[src/rtl/pong_pkg.sv]
// Shared pong constants: screen geometry, FSM/direction encodings and small
// helpers used by the ball datapath.
package pong_pkg;

    localparam int SCREEN_W  = 640;
    localparam int SCREEN_H  = 480;
    localparam int BALL_SIZE = 20;

    // Farthest legal top-left corner and the parked (centred) position
    localparam logic signed [10:0] X_MAX  = 11'(SCREEN_W - BALL_SIZE);
    localparam logic signed [10:0] Y_MAX  = 11'(SCREEN_H - BALL_SIZE);
    localparam logic [9:0]         X_HOME = 10'((SCREEN_W - BALL_SIZE) / 2);
    localparam logic [9:0]         Y_HOME = 10'((SCREEN_H - BALL_SIZE) / 2);

    localparam logic [1:0] ST_IDLE = 2'd0;
    localparam logic [1:0] ST_MOVE = 2'd1;
    localparam logic [1:0] ST_MISS = 2'd2;

    // Forward means right on X and down on Y
    localparam logic DIR_FWD  = 1'b1;
    localparam logic DIR_BACK = 1'b0;

    typedef struct packed {
        logic [9:0] pos;
        logic       dir;
    } axis_t;

    function automatic logic [2:0] eff_speed(input logic [2:0] speed);
        return (speed == 3'd0) ? 3'd1 : speed;
    endfunction

    function automatic logic [3:0] bcd_inc(input logic [3:0] digit);
        return (digit >= 4'd9) ? 4'd0 : digit + 4'd1;
    endfunction

    // One frame of motion on a single axis, clamped to [lo, hi]; reaching a
    // bound reverses direction. Signed math keeps under-runs below zero visible.
    function automatic axis_t axis_advance(input logic [9:0]         pos,
                                           input logic               dir,
                                           input logic [2:0]         spd,
                                           input logic signed [10:0] lo,
                                           input logic signed [10:0] hi);
        axis_t             r;
        logic signed [10:0] p;
        logic signed [10:0] d;
        d     = $signed({8'd0, spd});
        p     = $signed({1'b0, pos});
        r.dir = dir;
        if (dir == DIR_FWD) begin
            p = p + d;
            if (p >= hi) begin
                p     = hi;
                r.dir = DIR_BACK;
            end
        end else begin
            p = p - d;
            if (p <= lo) begin
                p     = lo;
                r.dir = DIR_FWD;
            end
        end
        r.pos = p[9:0];
        return r;
    endfunction

endpackage

[src/rtl/frame_tick_gen.sv]
// Frame tick: one-cycle pulse on each falling edge of the active-low vertical
// sync. The history flop resets high so a sync already low at reset is a tick.
module frame_tick_gen (
    input  logic clk,
    input  logic reset,
    input  logic vga_vs,
    output logic tick
);

    logic vs_prev;

    always_ff @(posedge clk or posedge reset) begin
        if (reset) vs_prev <= 1'b1;
        else       vs_prev <= vga_vs;
    end

    assign tick = vs_prev & ~vga_vs;

endmodule

[src/rtl/ball_motion.sv]
// Frame-rate ball physics for pong: moves the ball once per frame, bounces it
// off walls and the left paddle, and counts misses as a BCD digit.
module ball_motion
    import pong_pkg::*;
#(
    parameter int PADDLE_X    = 16,
    parameter int PADDLE_H    = 60,
    parameter int MISS_FRAMES = 60
) (
    input  logic       clk,
    input  logic       reset,
    input  logic       vga_vs,
    input  logic       launch,
    input  logic [2:0] speed,
    input  logic [9:0] paddle_y,
    output logic [9:0] ball_x,
    output logic [9:0] ball_y,
    output logic       in_play,
    output logic       hit,
    output logic [3:0] miss_count
);

    localparam int                  FC_W    = (MISS_FRAMES > 1) ? $clog2(MISS_FRAMES) : 1;
    localparam logic [FC_W-1:0]     FC_LAST = FC_W'(MISS_FRAMES - 1);
    localparam logic signed [10:0]  X_MIN   = 11'(PADDLE_X);
    localparam logic signed [10:0]  Y_MIN   = 11'sd0;

    logic            tick;
    logic [1:0]      state,     state_nxt;
    logic [9:0]      x_nxt,     y_nxt;
    logic            dir_x,     dx_nxt;
    logic            dir_y,     dy_nxt;
    logic [2:0]      spd_lat,   spd_nxt;
    logic            hit_nxt;
    logic [3:0]      miss_nxt;
    logic [FC_W-1:0] frame_cnt, fc_nxt;

    axis_t       ax, ay;
    logic [10:0] ball_bot, pad_bot;
    logic        overlap, paddle_contact;

    frame_tick_gen u_frame_tick (
        .clk    (clk),
        .reset  (reset),
        .vga_vs (vga_vs),
        .tick   (tick)
    );

    // Candidate moves for both axes; used only on a tick in MOVE
    always_comb begin
        ax = axis_advance(ball_x, dir_x, spd_lat, X_MIN, X_MAX);
        ay = axis_advance(ball_y, dir_y, spd_lat, Y_MIN, Y_MAX);
    end

    // Paddle test uses the already-resolved Y position of this frame
    assign ball_bot       = {1'b0, ay.pos} + 11'(BALL_SIZE);
    assign pad_bot        = {1'b0, paddle_y} + 11'(PADDLE_H);
    assign overlap        = (ball_bot > {1'b0, paddle_y}) && ({1'b0, ay.pos} < pad_bot);
    assign paddle_contact = (dir_x == DIR_BACK) && (ax.dir == DIR_FWD);

    always_comb begin
        // NOTE: every next-state value gets a default first, so no path through the case can infer a latch.
        state_nxt = state;
        x_nxt     = ball_x;
        y_nxt     = ball_y;
        dx_nxt    = dir_x;
        dy_nxt    = dir_y;
        spd_nxt   = spd_lat;
        hit_nxt   = 1'b0;
        miss_nxt  = miss_count;
        fc_nxt    = frame_cnt;

        case (state)
            ST_IDLE: begin
                if (launch) begin
                    state_nxt = ST_MOVE;
                    spd_nxt   = eff_speed(speed);
                end
            end

            ST_MOVE: begin
                if (tick) begin
                    x_nxt  = ax.pos;
                    dx_nxt = ax.dir;
                    y_nxt  = ay.pos;
                    dy_nxt = ay.dir;
                    if (paddle_contact) begin
                        if (overlap) begin
                            hit_nxt = 1'b1;
                        end else begin
                            x_nxt     = 10'd0;
                            dx_nxt    = dir_x;
                            state_nxt = ST_MISS;
                            miss_nxt  = bcd_inc(miss_count);
                            fc_nxt    = '0;
                        end
                    end
                end
            end

            ST_MISS: begin
                if (tick) begin
                    if (frame_cnt == FC_LAST) begin
                        state_nxt = ST_IDLE;
                        x_nxt     = X_HOME;
                        y_nxt     = Y_HOME;
                        dx_nxt    = DIR_FWD;
                    end else begin
                        fc_nxt = frame_cnt + 1'b1;
                    end
                end
            end

            default: state_nxt = ST_IDLE;
        endcase
    end

    always_ff @(posedge clk or posedge reset) begin
        if (reset) begin
            state      <= ST_IDLE;
            ball_x     <= X_HOME;
            ball_y     <= Y_HOME;
            dir_x      <= DIR_FWD;
            dir_y      <= DIR_FWD;
            spd_lat    <= 3'd1;
            hit        <= 1'b0;
            miss_count <= 4'd0;
            frame_cnt  <= '0;
        end else begin
            // NOTE: non-blocking assignments so every register samples the pre-edge values together.
            state      <= state_nxt;
            ball_x     <= x_nxt;
            ball_y     <= y_nxt;
            dir_x      <= dx_nxt;
            dir_y      <= dy_nxt;
            spd_lat    <= spd_nxt;
            hit        <= hit_nxt;
            miss_count <= miss_nxt;
            frame_cnt  <= fc_nxt;
        end
    end

    assign in_play = (state == ST_MOVE);

endmodule

[config.mk]
export PLATFORM = sky130hd
export DESIGN_NAME = ball_motion
export DESIGN_NICKNAME = d
export VERILOG_FILES = /design/src/rtl/pong_pkg.sv /design/src/rtl/frame_tick_gen.sv /design/src/rtl/ball_motion.sv
export SDC_FILE = /design/constraint.sdc
export NUM_CORES = 1
export LEC_CHECK = 0
export BUFFER_PORTS_ARGS = -buffer_cell sky130_fd_sc_hd__buf_2
export CAP_MARGIN = 20
export CORE_ASPECT_RATIO = 0.7
export CORE_MARGIN = 2
export CORE_UTILIZATION = 47
export CTS_CLUSTER_SIZE = 28
export DETAILED_ROUTE_END_ITERATION = 7
export PLACE_DENSITY = 0.73
export SYNTH_ARGS = -nofsm -noshare
export SYNTH_HDL_FRONTEND = slang
export SYNTH_HIERARCHICAL = 1
export SYNTH_SLANG_ARGS = --single-unit
[constraint.sdc]
create_clock -name clk -period 6.8 [get_ports clk]
set_input_delay 0.34 -clock clk [delete_from_list [all_inputs] [get_ports clk]]
set_output_delay 0.34 -clock clk [all_outputs]
set_load 0.02 [all_outputs]
Word level (Yosys, flattened, before mapping)
Index checks and enable logic that the tools add are counted.

Output and inout bits: 26. Input port bits: 17. Flip-flop bits (word level): 39. Word-level logic and storage cells: 99.

Equal/unequal tests: 11. Magnitude comparators: 7. Reduce and logical (&&, ||, !) cells: 12. Mux-type cells: 47. Bitwise logic cells: 4. Add/sub/neg operators: 8.

Operators with widths (count): two-way mux 10 bit (14); one-hot mux 10 bit (2 select lines) (2); two-way mux 6 bit (5); adder 10 x 3 -> 11 bit (2); subtractor 10 x 3 -> 11 bit (2); two-way mux 1 bit (15); two-way mux 2 bit (6); one-hot mux 6 bit (2 select lines) (1); AND reduction 6 bit (2); adder 10 x 5 -> 11 bit (second input constant) (1); adder 10 x 6 -> 11 bit (second input constant) (1); >= comparator 11 x 10 -> 1 bit (second input constant) (1); >= comparator 11 bit (second input constant) (1); greater-than comparator 11 x 10 -> 1 bit (1); <= comparator 11 x 1 -> 1 bit (second input constant) (1); <= comparator 11 x 6 -> 1 bit (second input constant) (1); < comparator 10 x 11 -> 1 bit (1); != test 2 bit (second input constant) (5); AND reduction 4 bit (2); adder 6 x 1 -> 6 bit (second input constant) (1); equality test 6 bit (second input constant) (1); one-hot mux 2 bit (3 select lines) (1); AND reduction 5 bit (1); adder 4 x 1 -> 4 bit (second input constant) (1); other kinds (15) (20).

Logic depth before layout (Yosys ltp)
Gate-level depths: netlist (run 1).

Word-level depth: 11. Gate-level depth with buffers: 25. Mapped depth without buffers: 25.

By module
Netlist (run 1), hierarchy kept.

Modules (own cells, without submodules): ball_motion (seq. area each 967.2 µm², times used 1, area each 4337.9 µm², cells each 534); frame_tick_gen (seq. area each 26.3 µm², times used 1, area each 43.8 µm², cells each 3).

Worst setup path before layout (run 1)
Ideal clock, no wire load.

Path type: register to register. Start: register ball_y[0]. End: register miss_count[2]. Period minus slack after synthesis: 5.569 ns. Data required time: 6.675 ns. Stages on the path, launching flop included: 26. Slack: 1.231 ns. Data arrival time: 5.444 ns. Path through: dfrtp_1 > inv_1 > ha_1 > inv_1 > fa_1 > or4b_4 > nor4_4 > nand3_2 > o31ai_1 > o21ai_0 > a222oi_1 > inv_1 > ha_1 > inv_1 > a22oi_4 > nand3_1 > xnor2_1 > ha_1 > a21oi_1 > nand2b_1 > o311a_1 > o21a_1 > or3_1 > o2bb2ai_1 > o21ai_0 > mux2_2.

Cells in the longest elaborated chain, start to end: 9. Elaborated cells on any way between the ends: 13.

RTL lines: start: declaration (RTL line ball_motion.sv:17) `output logic [9:0] ball_y,`; start signal: assignment (RTL line ball_motion.sv:133) `ball_y <= y_nxt;`; subtractor 10 x 3 -> 11 bit / adder 10 x 3 -> 11 bit (equally long branches) (RTL line pong_pkg.sv:56, pong_pkg.sv:50); <= comparator 11 x 1 -> 1 bit / >= comparator 11 x 10 -> 1 bit (equally long branches) (RTL line pong_pkg.sv:57, pong_pkg.sv:51); two-way mux 10 bit, on equally long branches (RTL line pong_pkg.sv:57, pong_pkg.sv:51); two-way mux 10 bit (*) (RTL line pong_pkg.sv:49) `if (dir == DIR_FWD) begin`; adder 10 x 5 -> 11 bit (RTL line ball_motion.sv:56) `assign ball_bot = {1'b0, ay.pos} + 11'(BALL_SIZE);`; greater-than comparator 11 x 10 -> 1 bit (RTL line ball_motion.sv:58) `assign overlap = (ball_bot > {1'b0, paddle_y}) && ({1'b0, ay.pos} < pad_bot);`; logical AND 1 bit (*) (RTL line ball_motion.sv:58); inverter 1 bit (no source line) (*); AND reduction 4 bit (no source line) (*); end signal: assignment (RTL line ball_motion.sv:138) `miss_count <= miss_nxt;`; end: declaration (RTL line ball_motion.sv:20) `output logic [3:0] miss_count`.

Mark *: on every way between the ends. The rest lies on a longest branch, timed or not. A chain may end at the register's enable or synchronous reset.

Worst setup path in the final report (run 1)
Start: register spd_lat[0]. End: register miss_count[2].

Cells in the longest elaborated chain, start to end: 9. Elaborated cells on any way between the ends: 21.

RTL lines: start: declaration (RTL line ball_motion.sv:33) `logic [2:0] spd_lat, spd_nxt;`; start signal: assignment (RTL line ball_motion.sv:136) `spd_lat <= spd_nxt;`; subtractor 10 x 3 -> 11 bit / adder 10 x 3 -> 11 bit (equally long branches) (RTL line pong_pkg.sv:56, pong_pkg.sv:50); <= comparator 11 x 1 -> 1 bit / >= comparator 11 x 10 -> 1 bit (equally long branches) (RTL line pong_pkg.sv:57, pong_pkg.sv:51); two-way mux 10 bit, on equally long branches (RTL line pong_pkg.sv:57, pong_pkg.sv:51); two-way mux 10 bit (RTL line pong_pkg.sv:49); adder 10 x 5 -> 11 bit (RTL line ball_motion.sv:56); greater-than comparator 11 x 10 -> 1 bit (RTL line ball_motion.sv:58); logical AND 1 bit (RTL line ball_motion.sv:58); inverter 1 bit (no source line); AND reduction 4 bit (no source line) (*).

Marked as above.

==> results_dict.tcl, run 1 <==
set metrics [dict create \
    nets 621 \
    synth_ff_type "dfrtp_1" \
    multi_input_area_um2 3107 \
    fp-row-count 29 \
    ios 43 \
    synthesis.nets 598 \
    drc 0 \
    cts_root_buf "clkbuf_16" \
    p_seq_frac 0.187 \
    ir_drop_mv 0.2718 \
    chipWidth_um 119.4 \
    drt-met1-wl_mm 5.771 \
    met3_length_mm 1.077 \
    fin_tns_setup_ns 0 \
    cts.sinks 39 \
    critPathCaptureType "flop" \
    clock_skew_ns 0.005193 \
    combPwrFrac 0.707 \
    cts_max_path_buffers 2 \
    synth_top_cell_by_area "dfrtp_1" \
    maxCapViolations 0 \
    power.internal_mw 1.239 \
    crit_required_ns 6.98 \
    grt_max_degree 39 \
    rsz0062_at_grt "false" \
    place_congestion 0.9239 \
    antenna_found_initial 0 \
    via_per_inst 6.242 \
    final.period_utilization 0.9285 \
    drtIter0Drc 449 \
    synth_largest_type_area_fraction 0.1428 \
    antenna_left 0 \
    maxSlewHeadroom 0.2921 \
    final_layout_size_suffix_gt1_frac 0.1604 \
    first_pass_iters 5 \
    switchingPower_mw 1.405 \
    p_leak_nw 2.074 \
    dr_total_vias 4276 \
    grt_pass1_vias 3956 \
    synthToLayoutAreaGrowth_pct 9.652 \
    path_class "flop to flop" \
    slew_viol_final 0 \
    grt_first_pass_wirelength_mm 19.93 \
    holdBufCountCts 0 \
    hold_viol 0 \
    p_per_area_nw_per_um2 550.3 \
    grt_usage 0.2443 \
    cts_buffers 5 \
    synth_cell_type_count 87 \
    synthCells 537 \
    io_buffers 42 \
    ys_seq_area_frac 0.2267 \
    clk_pin_slew_worst_paths_ns 0.06 \
    grt_overflow 0 \
    place_hpwl_mm 9.187 \
    clockPowerShare 0.106 \
    hold_path_class "input port to asynchronous set/reset pin" \
    arrival_ns 6.49 \
    ys.warnings.count 6 \
    netlist_area_um2 4382 \
    setup_viol 0 \
    dieArea_um2 10120 \
    cp_max_fo 7 \
    highest_layer "met4" \
    fillers 871 \
    syn_area_per_cell_um2 8.160 \
    cts_htree_levels 2 \
    ys_async_sr_fraction 1.000 \
    coreArea_um2 9071 \
    cts_tree "yes" \
    synth_seq_cells 39 \
    sw_frac_of_total 0.5314 \
    p_total_mw 2.644 \
    synth_edf_count 0 \
    antenna_cells 0 \
    routed_wirelength_mm 12.14 \
    fmax_mhz 158.4 \
    wire_per_inst_um 17.73 \
    start_util 0.4830 \
    post_cts_buffers 0 \
    status "completed" \
    clock_latency_ns 0.29 \
    yosys-top-cells-area "dfrtp_1 14%, ha_1 11%, dfstp_2 8.4%" \
    regArea_um2 993.5 \
    tightest_slew_ns 1.053 \
    finalCriticalPeriod_ns 6.314 \
    die_height_um 84.79 \
    wl_met2_mm 5.196 \
    cts_resized 0 \
    cp-start-kind "flop" \
]
cell usage in the layout, fill, tap and decap left out, drive strengths merged, types with 5 or more instances in the layout:
master	n
and2	5
nor2	37
nand4	7
and3	8
nor3	20
nor4	7
o21a	8
o31ai	7
dfrtp	25
nand3	20
ha	40
o21ai	32
o2111ai	6
buf	43
o22a	5
nand2b	10
xor2	8
nand2	48
dfstp	14
inv	42
a31oi	6
o211ai	8
xnor2	21
nor2b	8
clkbuf	6
or3	7
a21oi	26
cell type report:
| type | instances | share of cell area |
|---|---|---|
| clock buffers | 6 | 0.02891 |
| clock inverters | 2 | 0.007292 |
| inverters | 42 | 0.03281 |
| multi-input cells | 429 | 0.6466 |
| flip-flops and latches | 39 | 0.2068 |
| well taps | 124 | 0.03229 |
| repair buffers | 43 | 0.04531 |
power by group through the flow:
stage	Combinational, mW	Clock (mW)	Sequential (mW)
floorplan	1.45	0	0.445
global placement	1.77	0	0.487
detailed placement	1.81	0	0.493
CTS	1.83	0.282	0.490
global route	2.06	0.293	0.514
finish	1.87	0.280	0.495
Yosys cell counts, drive strengths merged, types with 4 or more instances:
| library cell | count |
|---|---|
| inv | 42 |
| fa | 4 |
| dfrtp | 25 |
| buf | 11 |
| nor3 | 20 |
| o22a | 5 |
| o31ai | 7 |
| or3 | 7 |
| ha | 40 |
| a211o | 4 |
| a31oi | 6 |
| nor3b | 4 |
| xnor2 | 21 |
| nand4 | 7 |
| nand3 | 20 |
| o211ai | 8 |
| nand2 | 48 |
| clkbuf | 16 |
| nor2 | 37 |
| and3 | 8 |
| o21ai | 32 |
| dfstp | 14 |
| nor4 | 7 |
| nand2b | 10 |
| o2111ai | 6 |
| o21a | 8 |
| nor2b | 8 |
| a21oi | 26 |
| xor2 | 8 |
| and2 | 5 |
per-stage QoR:
step           area, um^2  std cells  setup WS (ns)  hold slack (ns)    util
4_1_cts              4805        685         0.5249          0.04501  0.5297
3_5_place_dp         4631        677         0.5406           0.3499  0.5105
6_report             4805        685         0.4860          0.04707  0.5297
3_3_place_gp         4631        677         0.9022           0.3498  0.5105
5_1_grt              4805        685        0.07368          0.06569  0.5297
2_1_floorplan        4382        537          1.231           0.2297       -
registers in the layout (all words and copies together) (netlist names):
name,count
state,2
hit,1
ball_x,10
dir_y,1
ball_y,10
spd_lat,3
u_frame_tick/vs_prev,1
dir_x,1
frame_cnt,6
miss_count,4
cells by family (layout without fill, tap and decap cells):
| family | count (synthesis) | after routing | synth area share |
|---|---|---|---|
| AOI/OAI and AO/OA | 155 | 155 | 0.2673 |
| xor gates and xnor gates | 29 | 29 | 0.05797 |
| adders and majority gates | 45 | 45 | 0.1351 |
| buffers and inverters | 69 | 93 | 0.06425 |
| DFF | 39 | 39 | 0.2267 |
| muxes | 5 | 5 | 0.01228 |
| and+or+nand+nor | 195 | 195 | 0.2364 |
critical path, cell delays in order (launching register included):
cell and delay, ns:
dfstp_2 0.57, ha_1 0.18, inv_1 0.07, fa_1 0.48
or4b_4 0.51, nor4_4 0.15, nand3_2 0.12, o31ai_1 0.34
o21ai_0 0.12, a222oi_1 0.62, inv_1 0.17, ha_1 0.24
inv_1 0.13, a22oi_4 0.14, nand3_1 0.13, xnor2_1 0.13
ha_1 0.26, a21oi_1 0.20, nand2b_1 0.07, o311a_1 0.37
o21a_1 0.21, or3_1 0.33, o2bb2ai_1 0.26, o21ai_0 0.12
mux2_2 0.27
layer usage:
metal,GRT usage,up-vias
li1,-,2038
met1,0.3642,2043
met2,0.3626,186
met3,0.05095,9
met4,0.05455,0
met5,0,-
worst paths after layout:
check / from / to / slack [ns] / depth (start not counted)
setup / recovery: spd_lat[0] / miss_count[2] / 0.49 / 24
hold / removal: reset / u_frame_tick/vs_prev / 0.05 / 2
setup reg to reg: spd_lat[0] / miss_count[2] / 0.49 / 24
hold reg to reg: spd_lat[0] / spd_lat[0] / 0.52 / 2
max in group asynchronous: reset / ball_x[2] / 6.26 / 3
min in group clk: vga_vs / u_frame_tick/vs_prev / 0.18 / 1
Power figures use the tool's default switching activity.
==> run 2: changes to the inputs <==
Settings changed: CELL_PAD_IN_SITES_DETAIL_PLACEMENT from default to 1, CELL_PAD_IN_SITES_GLOBAL_PLACEMENT from default to 2, CORE_UTILIZATION 47 to 37, PLACE_DENSITY 0.73 to 0.94.
==> results_dict.tcl, run 2 (same netlist as run 1, synthesis figures left out) <==
set metrics [dict create \
    cts_root_buf "clkbuf_16" \
    io_buffers 42 \
    coreArea_um2 11640 \
    ir_drop_mv 0.1889 \
    finalCriticalPeriod_ns 6.389 \
    maxSlewHeadroom 0.2537 \
    fp-row-count 33 \
    clk_pin_slew_worst_paths_ns 0.06 \
    hold_viol 0 \
    dr_total_vias 4268 \
    clock_skew_ns 0.003119 \
    cts_htree_levels 2 \
    grt_pass1_vias 4308 \
    routed_wirelength_mm 14.29 \
    top_regs "ball_x: 10 flops, ball_y: 10 flops, frame_cnt: 6 flops" \
    clock_latency_ns 0.29 \
    p_leak_nw 2.066 \
    fin_tns_setup_ns 0 \
    clockPowerShare 0.092 \
    combPwrFrac 0.726 \
    cts_buffers 5 \
    slew_viol_final 0 \
    drc 0 \
    antenna_found_initial 0 \
    status "completed" \
    dieArea_um2 12740 \
    tightest_slew_ns 1.110 \
    final.period_utilization 0.9395 \
    sw_frac_of_total 0.5477 \
    dp_cells 711 \
    wire_per_inst_um 19.87 \
    grt_usage 0.2312 \
    power.internal_mw 1.213 \
    grt_overflow 0 \
    layout_common_cells "47 x nand2_1, 42 x inv_1, 42 x buf_2" \
    grt_first_pass_wirelength_mm 23.20 \
    cts_resized 0 \
    drtIter0Drc 329 \
    cp-start-kind "flop" \
    p_seq_frac 0.182 \
    grt_max_degree 39 \
    antenna_cells 0 \
    fin_cells 719 \
    post_cts_buffers 0 \
    chipWidth_um 134.1 \
    rsz0062_at_grt "false" \
    setup_viol 0 \
    path_class "flop to flop" \
    final_common_cell "nand2_1" \
    cts_max_path_buffers 2 \
    maxCapViolations 0 \
    cts_tree "yes" \
    crit_required_ns 6.97 \
    cp_max_fo 7 \
    arrival_ns 6.56 \
    place_ws_ns 0.4784 \
    final_layout_size_suffix_gt1_frac 0.1601 \
    place_hpwl_mm 11.07 \
    p_per_area_nw_per_um2 555.5 \
    holdBufCountCts 0 \
    critPathCaptureType "flop" \
    fmax_mhz 156.5 \
    place_congestion 0.8875 \
    cts.sinks 39 \
    nets 622 \
    synthToLayoutAreaGrowth_pct 10.17 \
    first_pass_iters 5 \
    die_height_um 95.05 \
    hold_path_class "input port to asynchronous set/reset pin" \
    switchingPower_mw 1.469 \
    timing.final.ws_setup_ns 0.4111 \
    start_util 0.3763 \
    ios 43 \
    via_per_inst 5.936 \
    antenna_left 0 \
]
run 2: cell types whose count changed in the layout (fill, tap and decap cells not counted):
cell | previous run | this run
buf_4 | 1 | 2
bufinv_16 | 1 | 0
clkbuf_1 | 0 | 1
run 2: area by class of cell:
type | count | area [um^2]
Clock inverter | 1 | 5.005
Tap cell | 157 | 196.4
Inverter | 42 | 157.7
Clock buffer | 7 | 142.6
Timing Repair Buffer | 44 | 225.2
Multi-Input combinational cell | 429 | 3107
Sequential cell | 39 | 993.5
Fill cell | 1434 | 6817
run 2: critical path, stage by stage, from the launching register on:
cell       delay, ns
dfstp_2         0.57
ha_1            0.18
inv_1           0.06
fa_1            0.46
or4b_4          0.51
nor4_4          0.22
nand3_2         0.14
o31ai_1         0.30
o21ai_0         0.13
a222oi_1        0.63
inv_1           0.15
ha_1            0.23
inv_1           0.12
a22oi_4         0.14
nand3_1         0.14
xnor2_1         0.13
ha_1            0.27
a21oi_1         0.21
nand2b_1        0.08
o311a_1         0.36
o21a_1          0.21
or3_1           0.34
o2bb2ai_1       0.28
o21ai_0         0.14
mux2_2          0.28
run 2: power by group through the flow:
stage | clock (mW) | combinational [mW] | sequential, mW
2_1_floorplan | 0 | 1.45 | 0.445
3_3_place_gp | 0 | 1.82 | 0.486
3_5_place_dp | 0 | 1.91 | 0.492
4_1_cts | 0.251 | 1.93 | 0.488
5_1_grt | 0.262 | 2.16 | 0.506
6_report | 0.247 | 1.95 | 0.489
run 2: through the flow:
stage	hold WS [ns]	util	cell area [um^2]	total power, mW
finish	0.08381	0.4146	4827	2.682
global route	0.09782	0.4146	4827	2.930
CTS	0.08507	0.4146	4827	2.672
detailed placement	0.3915	0.4019	4679	2.404
global placement	0.3926	0.4019	4679	2.304
floorplan	0.2297	-	4382	1.895
run 2: per-layer routing:
layer	routed length (um)	up-vias	GRT usage
li1	-	2031	-
met5	0	-	0
met4	109	0	0.03246
met1	7109	2110	0.3345
met2	6332	115	0.3739
met3	737	12	0.03721
run 2: final timing paths:
check	end	slack, ns	cells past startpoint	start
min reg2reg	ball_x[2]	0.53	2	ball_x[2]
max in group asynchronous	ball_x[8]	6.23	3	reset
max reg2reg	miss_count[2]	0.41	24	spd_lat[0]
min in group clk	u_frame_tick/vs_prev	0.18	1	vga_vs
min	u_frame_tick/vs_prev	0.08	2	reset
max	miss_count[2]	0.41	24	spd_lat[0]
==> run 3: changes to the inputs <==
Settings changed: ABC_AREA from default to 1, CORE_UTILIZATION 37 to 34, PLACE_DENSITY 0.94 to 0.78.
==> results_dict.tcl, run 3 <==
set metrics [dict create \
    dp_cells 770 \
    dr_total_vias 3914 \
    cts_resized 0 \
    fmax_mhz 201.2 \
    layout_common_cells "131 x nand2_1, 86 x inv_1, 49 x nand3_1" \
    ir_drop_mv 0.2165 \
    setup_viol 0 \
    met3_usage 0.03562 \
    fin_area_um2 4624 \
    ys_top_cells_by_count "131 x nand2_1, 86 x inv_1, 49 x nand3_1" \
    drc 0 \
    synth_ff_type "dfrtp_1" \
    grt_util_met2 0.3067 \
    slew_viol_final 0 \
    wire_per_inst_um 16.58 \
    crit_top_cell "nand2_1" \
    path_class "flop to flop" \
    clockPowerShare 0.106 \
    grt_first_pass_wirelength_mm 21.09 \
    netlist_area_um2 4066 \
    synth_largest_type_area_fraction 0.1538 \
    ios 43 \
    cts_htree_levels 2 \
    crit_required_ns 6.97 \
    grt_pass1_vias 4012 \
    max_stage_delay_ns 0.52 \
    first_pass_iters 5 \
    holdBufCountCts 0 \
    cts.sinks 39 \
    ys_async_sr_fraction 1.000 \
    placed_cell_area_um2 4456 \
    critPathCaptureType "flop" \
    grt_overflow 0 \
    synth_top_cell_by_area "dfrtp_1" \
    post_cts_buffers 0 \
    power.internal_mw 1.158 \
    cts_buffers 5 \
    fp-row-count 33 \
    p_per_area_nw_per_um2 569.4 \
    sw_frac_of_total 0.5603 \
    clock_skew_ns 0.004891 \
    grt.busiest_layer "met1" \
    maxCapViolations 0 \
    synthesis.nets 637 \
    via_per_inst 5.031 \
    maxSlewHeadroom 0.2702 \
    chipWidth_um 134.7 \
    place_hpwl_mm 10.50 \
    p_seq_frac 0.167 \
    synth_edf_count 0 \
    antenna_cells 0 \
    synthCells 576 \
    grt_usage 0.2091 \
    cp-start-kind "flop" \
    antenna_left 0 \
    cp_max_fo 10 \
    synth_seq_cells 39 \
    clock_latency_ns 0.29 \
    synthToLayoutAreaGrowth_pct 13.72 \
    top_regs "ball_x: 10 flops, ball_y: 10 flops, frame_cnt: 6 flops" \
    arrival_ns 5.14 \
    hold_viol 0 \
    fin_tns_setup_ns 0 \
    synth_cell_type_count 45 \
    status "completed" \
    grt_max_degree 39 \
    tightest_slew_ns 1.094 \
    io_buffers 42 \
    cts_tree "yes" \
    routed_wirelength_mm 12.90 \
    die_height_um 95.50 \
    cts_root_buf "clkbuf_16" \
    final_layout_size_suffix_gt1_frac 0.1868 \
    drtIter0Drc 163 \
    finalCriticalPeriod_ns 4.969 \
    syn_area_per_cell_um2 7.060 \
    nets 681 \
    clk_pin_slew_worst_paths_ns 0.06 \
    slowest_stage "dfrtp_1" \
    rsz0062_at_grt "false" \
    final.period_utilization 0.7307 \
    place_congestion 0.8632 \
    dieArea_um2 12860 \
    synthMostInstantiatedCell "nand2_1" \
    switchingPower_mw 1.475 \
    ys.warnings.count 6 \
    hold_path_class "input port to asynchronous set/reset pin" \
    start_util 0.3480 \
    yosys-top-cells-area "dfrtp_1 15%, ha_1 12%, nand2_1 12%" \
    coreArea_um2 11690 \
    combPwrFrac 0.727 \
    p_leak_nw 2.372 \
    antenna_found_initial 0 \
    cts_max_path_buffers 2 \
    fin_cells 778 \
    use_met1 0.3245 \
    final_common_cell "nand2_1" \
    ys_seq_area_frac 0.2443 \
]
## run 3: final timing paths
| kind | startpoint | end | depth (start not counted) | slack, ns |
|---|---|---|---|---|
| max in group asynchronous | reset | dir_y | 3 | 6.23 |
| setup / recovery | spd_lat[1] | frame_cnt[4] | 34 | 1.83 |
| setup reg to reg | spd_lat[1] | frame_cnt[4] | 34 | 1.83 |
| hold reg to reg | dir_x | dir_x | 2 | 0.51 |
| min in group clk | vga_vs | u_frame_tick/vs_prev | 1 | 0.17 |
| hold / removal | reset | u_frame_tick/vs_prev | 2 | 0.04 |
## run 3: through the flow
step	hold WS (ns)	power, mW	setup slack [ns]	utilization
6_report	0.04299	2.633	1.831	0.3958
5_1_grt	0.05430	2.923	1.351	0.3958
4_1_cts	0.03831	2.642	1.820	0.3958
3_5_place_dp	0.3492	2.344	1.850	0.3813
3_3_place_gp	0.3444	2.283	1.988	0.3813
2_1_floorplan	0.2297	1.823	2.653	-
## run 3: power groups by stage
| stage | Clock, mW | Sequential, mW | Combinational, mW |
|---|---|---|---|
| final | 0.279 | 0.441 | 1.91 |
| after CTS | 0.287 | 0.440 | 1.92 |
| after detailed placement | 0 | 0.442 | 1.90 |
| after global routing | 0.295 | 0.455 | 2.17 |
| after floorplan | 0 | 0.469 | 1.35 |
| after global placement | 0 | 0.440 | 1.84 |
## run 3: cell type report
class	count	area, um^2
clock buffer	5	125.1
clock inverter	3	43.79
fill	1474	7061
inverter	94	352.8
multi-input combinational	436	2688
sequential	39	993.5
tap	157	196.4
timing repair buffer	44	225.2
## run 3: worst max-delay path: cells and delay by family (launching register included)
| kind | cells | cell delay (ns) |
|---|---|---|
| and+or+nand+nor | 24 | 2.66 |
| adders and majority gates | 3 | 0.85 |
| DFF | 1 | 0.52 |
| buffers and inverters | 4 | 0.42 |
| AOI/OAI and AO/OA | 2 | 0.24 |
| xor gates and xnor gates | 1 | 0.15 |
## run 3: cells by family (layout without fill, tap and decap cells)
logic type	after synthesis	count (layout)	synth area share
adder cells (fa/ha/maj)	44	44	0.1428
buffers and inverters	101	146	0.09538
AND/OR/NAND/NOR	290	290	0.3538
AO/OA/AOI/OAI	74	74	0.1034
XOR/XNOR	28	28	0.06031
flip-flops	39	39	0.2443
## run 3: metal layers
metal / vias up / part of all wire
li1: 1969 / -
met1: 1876 / 0.56
met2: 65 / 0.40
met3: 4 / 0.039
met4: 0 / 0.0038
met5: - / 0
